**src/rtl/wbuart_tx_streamer_if.sv**
```systemverilog
// Wishbone classic bus between the TX streamer (master) and wbuart_wrap (slave).
interface wbuart_tx_streamer_if;
   logic        cyc;
   logic        stb;
   logic        we;
   logic [31:0] adr;
   logic [31:0] dat_w;
   logic [3:0]  sel;
   logic        ack;
   logic [31:0] dat_r;

   modport master (
      output cyc, stb, we, adr, dat_w, sel,
      input  ack, dat_r
   );

   modport slave (
      input  cyc, stb, we, adr, dat_w, sel,
      output ack, dat_r
   );
endinterface

```
**src/rtl/wbuart_tx_streamer.sv**
```systemverilog
// Wishbone master that drains a byte FIFO into the wbuart_wrap TX data register,
// polling the UART status register for TX FIFO space before every write.
module wbuart_tx_streamer #(
   parameter logic [31:0] UART_BASE     = 32'h3001_0000,
   parameter int unsigned DEPTH         = 8,
   parameter int unsigned TXF_SPACE_BIT = 16,
   parameter int unsigned POLL_GAP      = 15,
   parameter int unsigned ACK_TIMEOUT   = 255
) (
   input  logic                        clk_i,
   input  logic                        rst_i,
   input  logic [7:0]                  s_data_i,
   input  logic                        s_valid_i,
   output logic                        s_ready_o,
   wbuart_tx_streamer_if.master        wbm,
   input  logic                        err_clr_i,
   output logic                        err_o,
   output logic                        busy_o
);

   localparam int unsigned AW = $clog2(DEPTH);
   localparam int unsigned TW = $clog2(ACK_TIMEOUT + 1);
   localparam int unsigned GW = $clog2(POLL_GAP + 1);
   localparam logic [TW-1:0] TO_LAST  = TW'(ACK_TIMEOUT - 1);
   localparam logic [GW-1:0] GAP_LAST = GW'(POLL_GAP - 1);
   localparam logic [31:0] POLL_ADR = UART_BASE + 32'h4;
   localparam logic [31:0] TX_ADR   = UART_BASE + 32'hC;

   typedef enum logic [1:0] {StIdle, StPoll, StWrite, StWait} state_e;

   // ---------------- input FIFO ----------------
   logic [7:0]  mem_q [DEPTH];
   logic [AW:0] wr_ptr_q, rd_ptr_q;
   logic [AW:0] count;
   logic        empty, full, push, pop;
   logic [7:0]  head;

   state_e        state_q;
   logic          cyc_q, stb_q, we_q, err_q;
   logic [31:0]   adr_q, dat_q;
   logic [TW-1:0] to_cnt_q;
   logic [GW-1:0] gap_cnt_q;

   assign count     = wr_ptr_q - rd_ptr_q;
   assign empty     = (wr_ptr_q == rd_ptr_q);
   assign full      = (wr_ptr_q[AW] != rd_ptr_q[AW]) &&
                      (wr_ptr_q[AW-1:0] == rd_ptr_q[AW-1:0]);
   assign s_ready_o = ~full;
   assign push      = s_valid_i & ~full;
   assign pop       = (state_q == StWrite) & wbm.ack;
   assign head      = mem_q[rd_ptr_q[AW-1:0]];

   always_ff @(posedge clk_i or posedge rst_i) begin
      if (rst_i) begin
         wr_ptr_q <= '0;
         rd_ptr_q <= '0;
      end else begin
         if (push) wr_ptr_q <= wr_ptr_q + 1'b1;
         if (pop)  rd_ptr_q <= rd_ptr_q + 1'b1;
      end
   end

   always_ff @(posedge clk_i) begin
      if (push) mem_q[wr_ptr_q[AW-1:0]] <= s_data_i;
   end

   // ---------------- bus FSM ----------------
   always_ff @(posedge clk_i or posedge rst_i) begin
      if (rst_i) begin
         state_q   <= StIdle;
         cyc_q     <= 1'b0;
         stb_q     <= 1'b0;
         we_q      <= 1'b0;
         adr_q     <= '0;
         dat_q     <= '0;
         to_cnt_q  <= '0;
         gap_cnt_q <= '0;
         err_q     <= 1'b0;
      end else begin
         // A timeout later in this block overrides the clear.
         if (err_clr_i) err_q <= 1'b0;
         unique case (state_q)
            StIdle: begin
               if (!empty) begin
                  state_q  <= StPoll;
                  cyc_q    <= 1'b1;
                  stb_q    <= 1'b1;
                  we_q     <= 1'b0;
                  adr_q    <= POLL_ADR;
                  dat_q    <= '0;
                  to_cnt_q <= '0;
               end
            end
            StPoll: begin
               if (wbm.ack) begin
                  if (wbm.dat_r[TXF_SPACE_BIT]) begin
                     state_q  <= StWrite;
                     we_q     <= 1'b1;
                     adr_q    <= TX_ADR;
                     dat_q    <= {24'h0, head};
                     to_cnt_q <= '0;
                  end else begin
                     state_q   <= StWait;
                     cyc_q     <= 1'b0;
                     stb_q     <= 1'b0;
                     gap_cnt_q <= '0;
                  end
               end else if (to_cnt_q == TO_LAST) begin
                  state_q   <= StWait;
                  cyc_q     <= 1'b0;
                  stb_q     <= 1'b0;
                  gap_cnt_q <= '0;
                  err_q     <= 1'b1;
               end else begin
                  to_cnt_q <= to_cnt_q + 1'b1;
               end
            end
            StWrite: begin
               if (wbm.ack) begin
                  // count still includes the byte popped this cycle
                  if (count > (AW + 1)'(1)) begin
                     state_q  <= StPoll;
                     we_q     <= 1'b0;
                     adr_q    <= POLL_ADR;
                     dat_q    <= '0;
                     to_cnt_q <= '0;
                  end else begin
                     state_q <= StIdle;
                     cyc_q   <= 1'b0;
                     stb_q   <= 1'b0;
                     we_q    <= 1'b0;
                  end
               end else if (to_cnt_q == TO_LAST) begin
                  // Abort without popping so the same byte is retried.
                  state_q   <= StWait;
                  cyc_q     <= 1'b0;
                  stb_q     <= 1'b0;
                  we_q      <= 1'b0;
                  gap_cnt_q <= '0;
                  err_q     <= 1'b1;
               end else begin
                  to_cnt_q <= to_cnt_q + 1'b1;
               end
            end
            StWait: begin
               if (gap_cnt_q == GAP_LAST) begin
                  state_q  <= StPoll;
                  cyc_q    <= 1'b1;
                  stb_q    <= 1'b1;
                  we_q     <= 1'b0;
                  adr_q    <= POLL_ADR;
                  dat_q    <= '0;
                  to_cnt_q <= '0;
               end else begin
                  gap_cnt_q <= gap_cnt_q + 1'b1;
               end
            end
            default: state_q <= StIdle;
         endcase
      end
   end

   logic unused_rdata;
   assign unused_rdata = ^wbm.dat_r;

   assign wbm.cyc   = cyc_q;
   assign wbm.stb   = stb_q;
   assign wbm.we    = we_q;
   assign wbm.adr   = adr_q;
   assign wbm.dat_w = dat_q;
   assign wbm.sel   = 4'hF;
   assign err_o     = err_q;
   assign busy_o    = ~empty | (state_q != StIdle);

endmodule
```
**src/flat_wrapper.sv**
```systemverilog
// flat-port wrapper written by rule: the top's interface ports become plain ports
module wbuart_tx_streamer_flat 
#(
   parameter logic [31:0] UART_BASE     = 32'h3001_0000,
   parameter int unsigned DEPTH         = 8,
   parameter int unsigned TXF_SPACE_BIT = 16,
   parameter int unsigned POLL_GAP      = 15,
   parameter int unsigned ACK_TIMEOUT   = 255
)
  (clk_i, rst_i, s_data_i, s_valid_i, s_ready_o, err_clr_i, err_o, busy_o, wbm_cyc, wbm_stb, wbm_we, wbm_adr, wbm_dat_w, wbm_sel, wbm_ack, wbm_dat_r);
  wbuart_tx_streamer_if wbm_i ();
  input  logic clk_i;
  input  logic rst_i;
  input  logic [7:0] s_data_i;
  input  logic s_valid_i;
  output logic s_ready_o;
  input  logic err_clr_i;
  output logic err_o;
  output logic busy_o;
  output wire logic [$bits(wbm_i.cyc)-1:0] wbm_cyc;
  output wire logic [$bits(wbm_i.stb)-1:0] wbm_stb;
  output wire logic [$bits(wbm_i.we)-1:0] wbm_we;
  output wire logic [$bits(wbm_i.adr)-1:0] wbm_adr;
  output wire logic [$bits(wbm_i.dat_w)-1:0] wbm_dat_w;
  output wire logic [$bits(wbm_i.sel)-1:0] wbm_sel;
  input wire logic [$bits(wbm_i.ack)-1:0] wbm_ack;
  input wire logic [$bits(wbm_i.dat_r)-1:0] wbm_dat_r;
  assign wbm_cyc = wbm_i.cyc;
  assign wbm_stb = wbm_i.stb;
  assign wbm_we = wbm_i.we;
  assign wbm_adr = wbm_i.adr;
  assign wbm_dat_w = wbm_i.dat_w;
  assign wbm_sel = wbm_i.sel;
  assign wbm_i.ack = wbm_ack;
  assign wbm_i.dat_r = wbm_dat_r;
  wbuart_tx_streamer #(.UART_BASE(UART_BASE), .DEPTH(DEPTH), .TXF_SPACE_BIT(TXF_SPACE_BIT), .POLL_GAP(POLL_GAP), .ACK_TIMEOUT(ACK_TIMEOUT)) u_core (.clk_i(clk_i), .rst_i(rst_i), .s_data_i(s_data_i), .s_valid_i(s_valid_i), .s_ready_o(s_ready_o), .wbm(wbm_i), .err_clr_i(err_clr_i), .err_o(err_o), .busy_o(busy_o));
endmodule
```
**config.mk**
```make
export PLATFORM = sky130hd
export DESIGN_NAME = wbuart_tx_streamer_flat
export DESIGN_NICKNAME = d
export VERILOG_FILES = /design/src/rtl/wbuart_tx_streamer_if.sv /design/src/rtl/wbuart_tx_streamer.sv /design/src/flat_wrapper.sv
export SDC_FILE = /design/constraint.sdc
export NUM_CORES = 1
export LEC_CHECK = 0
export CAP_MARGIN = 20
export CORE_MARGIN = 1.5
export CORE_UTILIZATION = 45
export DETAILED_ROUTE_END_ITERATION = 16
export MAX_ROUTING_LAYER = met4
export PLACE_DENSITY = 0.84
export RECOVER_POWER = 25
export SYNTH_ARGS = -nofsm -noshare
export SYNTH_HDL_FRONTEND = slang
export SYNTH_SLANG_ARGS = --single-unit
```
**constraint.sdc**
```tcl
create_clock -name clk_i -period 5.8 [get_ports clk_i]
set_clock_uncertainty 0.1 [all_clocks]
set_input_delay 1.45 -clock clk_i [delete_from_list [all_inputs] [get_ports clk_i]]
set_output_delay 1.45 -clock clk_i [all_outputs]
set_load 0.1 [all_outputs]
```
[Word-level counts from Yosys, hierarchy flattened]
Memory sizes are Yosys's and may differ from the RTL's.
Cells that the tools add are included.
Word-level totals
  bits in registers: 90
  bits in writable memories: 64
  bits of input ports: 45
  output and inout bits: 74
  word-level logic and storage cells: 116
  memories kept: 1
Memory list
  u_core.mem_q: depth 8, bits a word 8, read ports 1, clocked after memory_dff 0, wr ports 1, line wbuart_tx_streamer.sv:32  | logic [7:0] mem_q [DEPTH];
Operators by class
  add/sub/neg operators: 5
  magnitude comparators: 1
  eq/ne operators: 21
  muxes and demuxes: 61
  bitwise logic cells: 5
  reductions and logical operators: 11
Operators by type and width (count)
  $mux W32: 12
  $pmux W32 S4: 2
  $mux W8: 7
  $pmux W8 S4: 1
  $mux W1: 24
  $mux W4: 5
  $ne A3 B3 Y1 const B: 5
  $ne A2 B2 Y1 const B: 7
  $add A4 B1 Y4 const B: 3
  $pmux W1 S4: 3
  $pmux W4 S3: 1
  $reduce_and A4 Y1: 3
  $mux W2: 5
  $add A8 B1 Y8 const B: 1
  $eq A8 B8 Y1 const B: 1
  $pmux W2 S4: 1
  $reduce_and A6 Y1: 1
  $reduce_and A5 Y1: 1
  $eq A2 B2 Y1 const B: 2
  $eq A4 B4 Y1: 1
  $eq A4 B4 Y1 const B: 1
  $gt A4 B1 Y1 const B: 1
  $sub A4 B4 Y4: 1
  $eq A3 B3 Y1: 1
  12 further kinds: 14

[Depth between registers and ports, before layout]
  word-level depth: 6
  gate-level depth with buffers: 10
  gate-level depth less buffers: 8

[Worst setup path before layout]
Ideal clock, no wire load.
  path kind: register -> register
  start: reg u_core.rd_ptr_q[1]
  end: mem u_core.mem_q[0][0], enable pin
  setup time: 0.383 ns
  arrival time: 3.361 ns
  required time: 5.317 ns
  path slack: 1.955 ns
  cell stages (with the launch flop): 11
  buffers on the path: 3
  clock period less this slack: 3.845 ns
  cells stage by stage: dfrtp_1 -> buf_2 -> buf_1 -> inv_1 -> ha_1 -> and3_1 -> nand2b_1 -> and2_1 -> clkbuf_1 -> nand2_1 -> nor3_1
Between the ends
  word-level cells in the longest chain between the ends: 6
Ends and longest elaborated chain
  start: declaration: line wbuart_tx_streamer.sv:33  | logic [AW:0] wr_ptr_q, rd_ptr_q;
  start signal: assignment: line wbuart_tx_streamer.sv:59  | if (pop) rd_ptr_q <= rd_ptr_q + 1'b1;
  $eq A3 B3 Y1: line wbuart_tx_streamer.sv:47  | (wr_ptr_q[AW-1:0] == rd_ptr_q[AW-1:0]);
  $logic_and A1 B1 Y1: line wbuart_tx_streamer.sv:46  | assign full = (wr_ptr_q[AW] != rd_ptr_q[AW]) &&
  $not A1 Y1
  named net s_ready_o: line flat_wrapper.sv:16  | output logic s_ready_o;
  $and A1 B1 Y1: line wbuart_tx_streamer.sv:49  | assign push = s_valid_i & ~full;
  $mux W1: line wbuart_tx_streamer.sv:64  | if (push) mem_q[wr_ptr_q[AW-1:0]] <= s_data_i;
  $mux W1 (not written as such): line wbuart_tx_streamer.sv:64
  end: declaration: line wbuart_tx_streamer.sv:32
The timed path passes the listed nets, and every way through them passes these cells.

[Final worst setup path]
  start: reg u_core.rd_ptr_q[2]
  end: out s_ready_o
Between the ends
  word-level cells in the longest chain between the ends: 3
Ends and longest elaborated chain
  $eq A3 B3 Y1: line wbuart_tx_streamer.sv:47
  $logic_and A1 B1 Y1: line wbuart_tx_streamer.sv:46
  $not A1 Y1: line wbuart_tx_streamer.sv:48  | assign s_ready_o = ~full;
  end: declaration: line flat_wrapper.sv:16
Every way passes these cells.

==> metrics.md <==
| Metric | Value |
|---|---|
| Vias per cell | `between 5 and 6` |
| GR Overflow Total | `0` |
| Total track usage | `0.168` |
| Post-DP HPWL | `approximately 6.2 mm` |
| Max clock buf depth | `2` |
| Gpl congestion | `approximately 0.85` |
| # DRC | `0` |
| Post-synthesis register bit count | `99` |
| Tcrit/Tclk final | `0.846` |
| CTS Buf Count | `9` |
| Power share of the sequential group | `0.354` |
| Crit-path cells | `clkinv_1, ha_1, and3_1, nand2b_1, clkdlybuf4s50_1` |
| Pleak | `between 2 and 2.5 nW` |
| Antenna viol nets, final | `0` |
| Rows | `37` |
| Failing checks | `max-capacitance violations, max-slew violations` |
| Fin crit period | `~4.9 ns` |
| Reg2reg start | `u_core.rd_ptr_q[2]` |
| Area of the core | `between 0.01 and 0.015 sq mm` |
| Die area | `~0.012 sq mm` |
| Die height | `approximately 110 microns` |
| CTS H-tree depth | `3` |
| Vias in the first global route | `~2800` |
| Finished Cell Area | `around 0.0054 sq mm` |
| Synthesized area | `around 0.0049 sq mm` |
| Pint | `approximately 1.5 mW` |
| Worst-margin pin slew | `1.86 ns` |
| Area of placed instances | `approximately 0.005 sq mm` |
| FF-to-FF setup slack | `between 2 and 2.5 ns` |
| Latest clock arrival within the worst-skew pair | `0.38 ns` |
| Post-synthesis cell count | `approximately 380` |
| Crit. Startpoint | `u_core.rd_ptr_q[2]` |
| Max capacitance violation total | `1` |
| Post-route setup slack | `0.893 ns` |
| RSZ-0062 raised after global routing | `false` |
| Crit. End Element | `output port` |
| Worst r2r dst | `u_core.wbm.dat_w[1]` |
| Critical Path End | `s_ready_o` |
| Power Density | `525 mW/mm^2` |
| Die W | `around 110 microns` |
| Diode count | `0` |
| Final setup fails | `0` |
| Startpoint types | `flip-flop` |
| Via count | `between 2000 and 3000` |
| Clock Sink Count | `99` |
| Fillcell total | `855` |
| Area Growth Syn to Fin | `8.82%` |
| Max Freq | `0.204 GHz` |
| Combinational power share | `0.486` |
| PortBufs | `32` |
| Post-CTS setup buffers | `0` |
| Worst VDD drop | `487 uV` |
| Sequential-to-total area share from yosys stat | `0.569` |
| Layout Utilization | `0.512` |
| Status | `finished, violations left` |
| Post-synth EDFFs | `64` |
| Clock slew at reported path FFs | `about 0.10 ns` |
| Warnings, synthesis | `0` |
| Setup TNS | `0 ns` |
| Hold Path Class | `flip-flop to flip-flop` |
| Syn avg cell area | `12.8 sq um` |
| TritonCTS clock tree | `built` |
| First-pass GRT wire length | `between 10 and 15 mm` |
| Design Power | `between 2 and 3 mW` |
| Share of cells above drive strength 1 | `0.100` |
| Root buffer cell | `clkbuf_8` |
| Initial core utilization | `0.470` |
| Endpoints failing hold | `0` |
| CP max stage cell | `clkdlybuf4s50_1` |
| Slew headroom | `-0.239` |
| Sw frac | `0.466` |
| DRT Pass-1 Iters | `4` |
| Data required, critical path | `4.25 ns` |
| Final Max Slew Viols | `36` |
| CP Data Arrival Time | `approximately 3.4 ns` |
| PostCTS Resize Cnt | `0` |
| Crit Path Max Fanout | `11` |
| Post-synth top flop | `edfxtp_1` |
| IO Count | `119` |
| Wirelength per Cell | `approximately 16 microns` |
| Worst setup path class | `flip-flop to output port` |
| R2R depth | `7` |
| DP Worst Slack | `around 1.3 ns` |
| Hold-fix buffers at CTS | `0` |
| Drt total wl | `approximately 8.6 mm` |
| Initial antenna violation count | `0` |
| Unique masters post-synth | `between 50 and 60` |
| Nets | `around 470` |
| DR iter-0 viols | `between 200 and 250` |
| CP peak stage delay | `about 1.1 ns` |
| Largest net degree at the start of global routing | `36` |
| Clk pwr share | `0.160` |
| FFs w/ async S/R, synth | `0.354` |
| Net switching power | `roughly 1.3 mW` |
-- cells by family after synthesis --
family,Yosys count,synth area share
fa+ha+maj,15,0.0397
compound gates,50,0.0770
xor+xnor,8,0.0142
simple gates,101,0.100
other cells,2,0.00153
mux,21,0.0837
buf+inv,87,0.115
flops,99,0.569
-- critical path, delay by kind of cell, from the launching register on --
| family | cells | cell delay, ns |
|---|---|---|
| fa+ha+maj | 1 | 0.46 |
| buf+inv | 2 | 1.54 |
| flops | 1 | 0.64 |
| simple gates | 2 | 0.34 |
-- metrics by stage --
step	hold slack, ns	cells
finish	0.403	555
global route	0.428	555
CTS	0.408	555
detailed placement	0.384	539
global placement	0.382	539
floorplan	0.366	436
-- worst min-delay path by stage --
| stage | endpoint | startpoint | cells after the start |
|---|---|---|---|
| floorplan | u_core.rd_ptr_q[3] | u_core.rd_ptr_q[3] | 1 |
| global placement | u_core.wr_ptr_q[3] | u_core.wr_ptr_q[3] | 1 |
| detailed placement | u_core.wbm.dat_w[2] | u_core.wbm.dat_w[2] | 1 |
| CTS | u_core.wbm.dat_w[2] | u_core.wbm.dat_w[2] | 1 |
| global route | u_core.wbm.dat_w[0] | u_core.wbm.dat_w[0] | 1 |
| finish | u_core.wbm.dat_w[2] | u_core.wbm.dat_w[2] | 1 |
-- synthesized netlist by cell type, types with 2 or more instances --
cell type / n / area (sq um)
a211o_1: 2 / 17.5
a22o_1: 4 / 35.0
o21ai_0: 11 / 55.1
a21oi_1: 5 / 25.0
mux4_2: 16 / 360
buf_4: 60 / 450
and3_1: 4 / 25.0
a32o_1: 8 / 80.1
o2111ai_1: 2 / 17.5
inv_1: 16 / 60.1
dfrtp_1: 35 / 876
nor2_1: 12 / 45.0
buf_2: 5 / 25.0
nand3_1: 13 / 65.1
mux2i_1: 4 / 40.0
clkbuf_1: 3 / 11.3
and2_1: 3 / 18.8
nor3_1: 5 / 25.0
xnor2_1: 7 / 61.3
a31oi_1: 3 / 18.8
nand2_1: 45 / 169
ha_1: 14 / 175
o22ai_1: 3 / 18.8
conb_1: 2 / 7.51
nand4_1: 4 / 25.0
nand2b_1: 6 / 37.5
edfxtp_1: 64 / 1920
a21o_1: 2 / 15.0
or3_1: 2 / 12.5
-- metal layers --
layer	wire length [microns]	track usage	up-vias	part of all wire
li1	-	-	1351	-
met1	3520	0.200	1438	0.41
met2	4470	0.281	127	0.52
met3	500	0.0400	14	0.058
met4	128	0.0545	0	0.015
met5	0	-	-	0
-- cells in the final DEF, fill, tap and decap left out, types with 5 or more instances in the layout --
master,instances
clkdlybuf4s50_1,25
ha_1,14
clkbuf_8,9
nand2_1,45
dlygate4sd3_1,7
inv_1,16
nand2b_1,6
o21ai_0,11
edfxtp_1,64
dfrtp_1,35
a32o_1,8
xnor2_1,7
conb_1,55
mux4_2,16
nor2_1,12
nor3_1,5
nand3_1,13
a21oi_1,5
-- final cells by class --
type	instances	area, sq um	area share
clock inverter	7	88.8	0.0166
multi-input combinational	250	1760	0.328
sequential	99	2800	0.522
inverter	17	63.8	0.0119
clock buffer	9	124	0.0231
tap	136	170	0.0318
timing repair buffer	37	354	0.0661
-- power by group through the flow --
stage / Clock, mW / Sequential, mW / Combinational, mW
2_1_floorplan: 0 / 1.18 / 0.944
3_3_place_gp: 0 / 0.999 / 1.33
3_5_place_dp: 0 / 1.01 / 1.37
4_1_cts: 0.460 / 0.996 / 1.38
5_1_grt: 0.491 / 1.01 / 1.48
6_report: 0.448 / 0.995 / 1.37
-- sequential cells by signal, indices dropped and copies added (netlist names) --
name / count
u_core.rd_ptr_q: 4
u_core.wbm.dat_w: 8
u_core.wbm.we: 1
u_core.gap_cnt_q: 4
u_core.mem_q: 64
u_core.state_q: 2
u_core.to_cnt_q: 8
u_core.wbm.cyc: 1
u_core.wbm.adr: 2
u_core.err_o: 1
u_core.wr_ptr_q: 4
No activity file was read; power rests on OpenSTA's default activity.
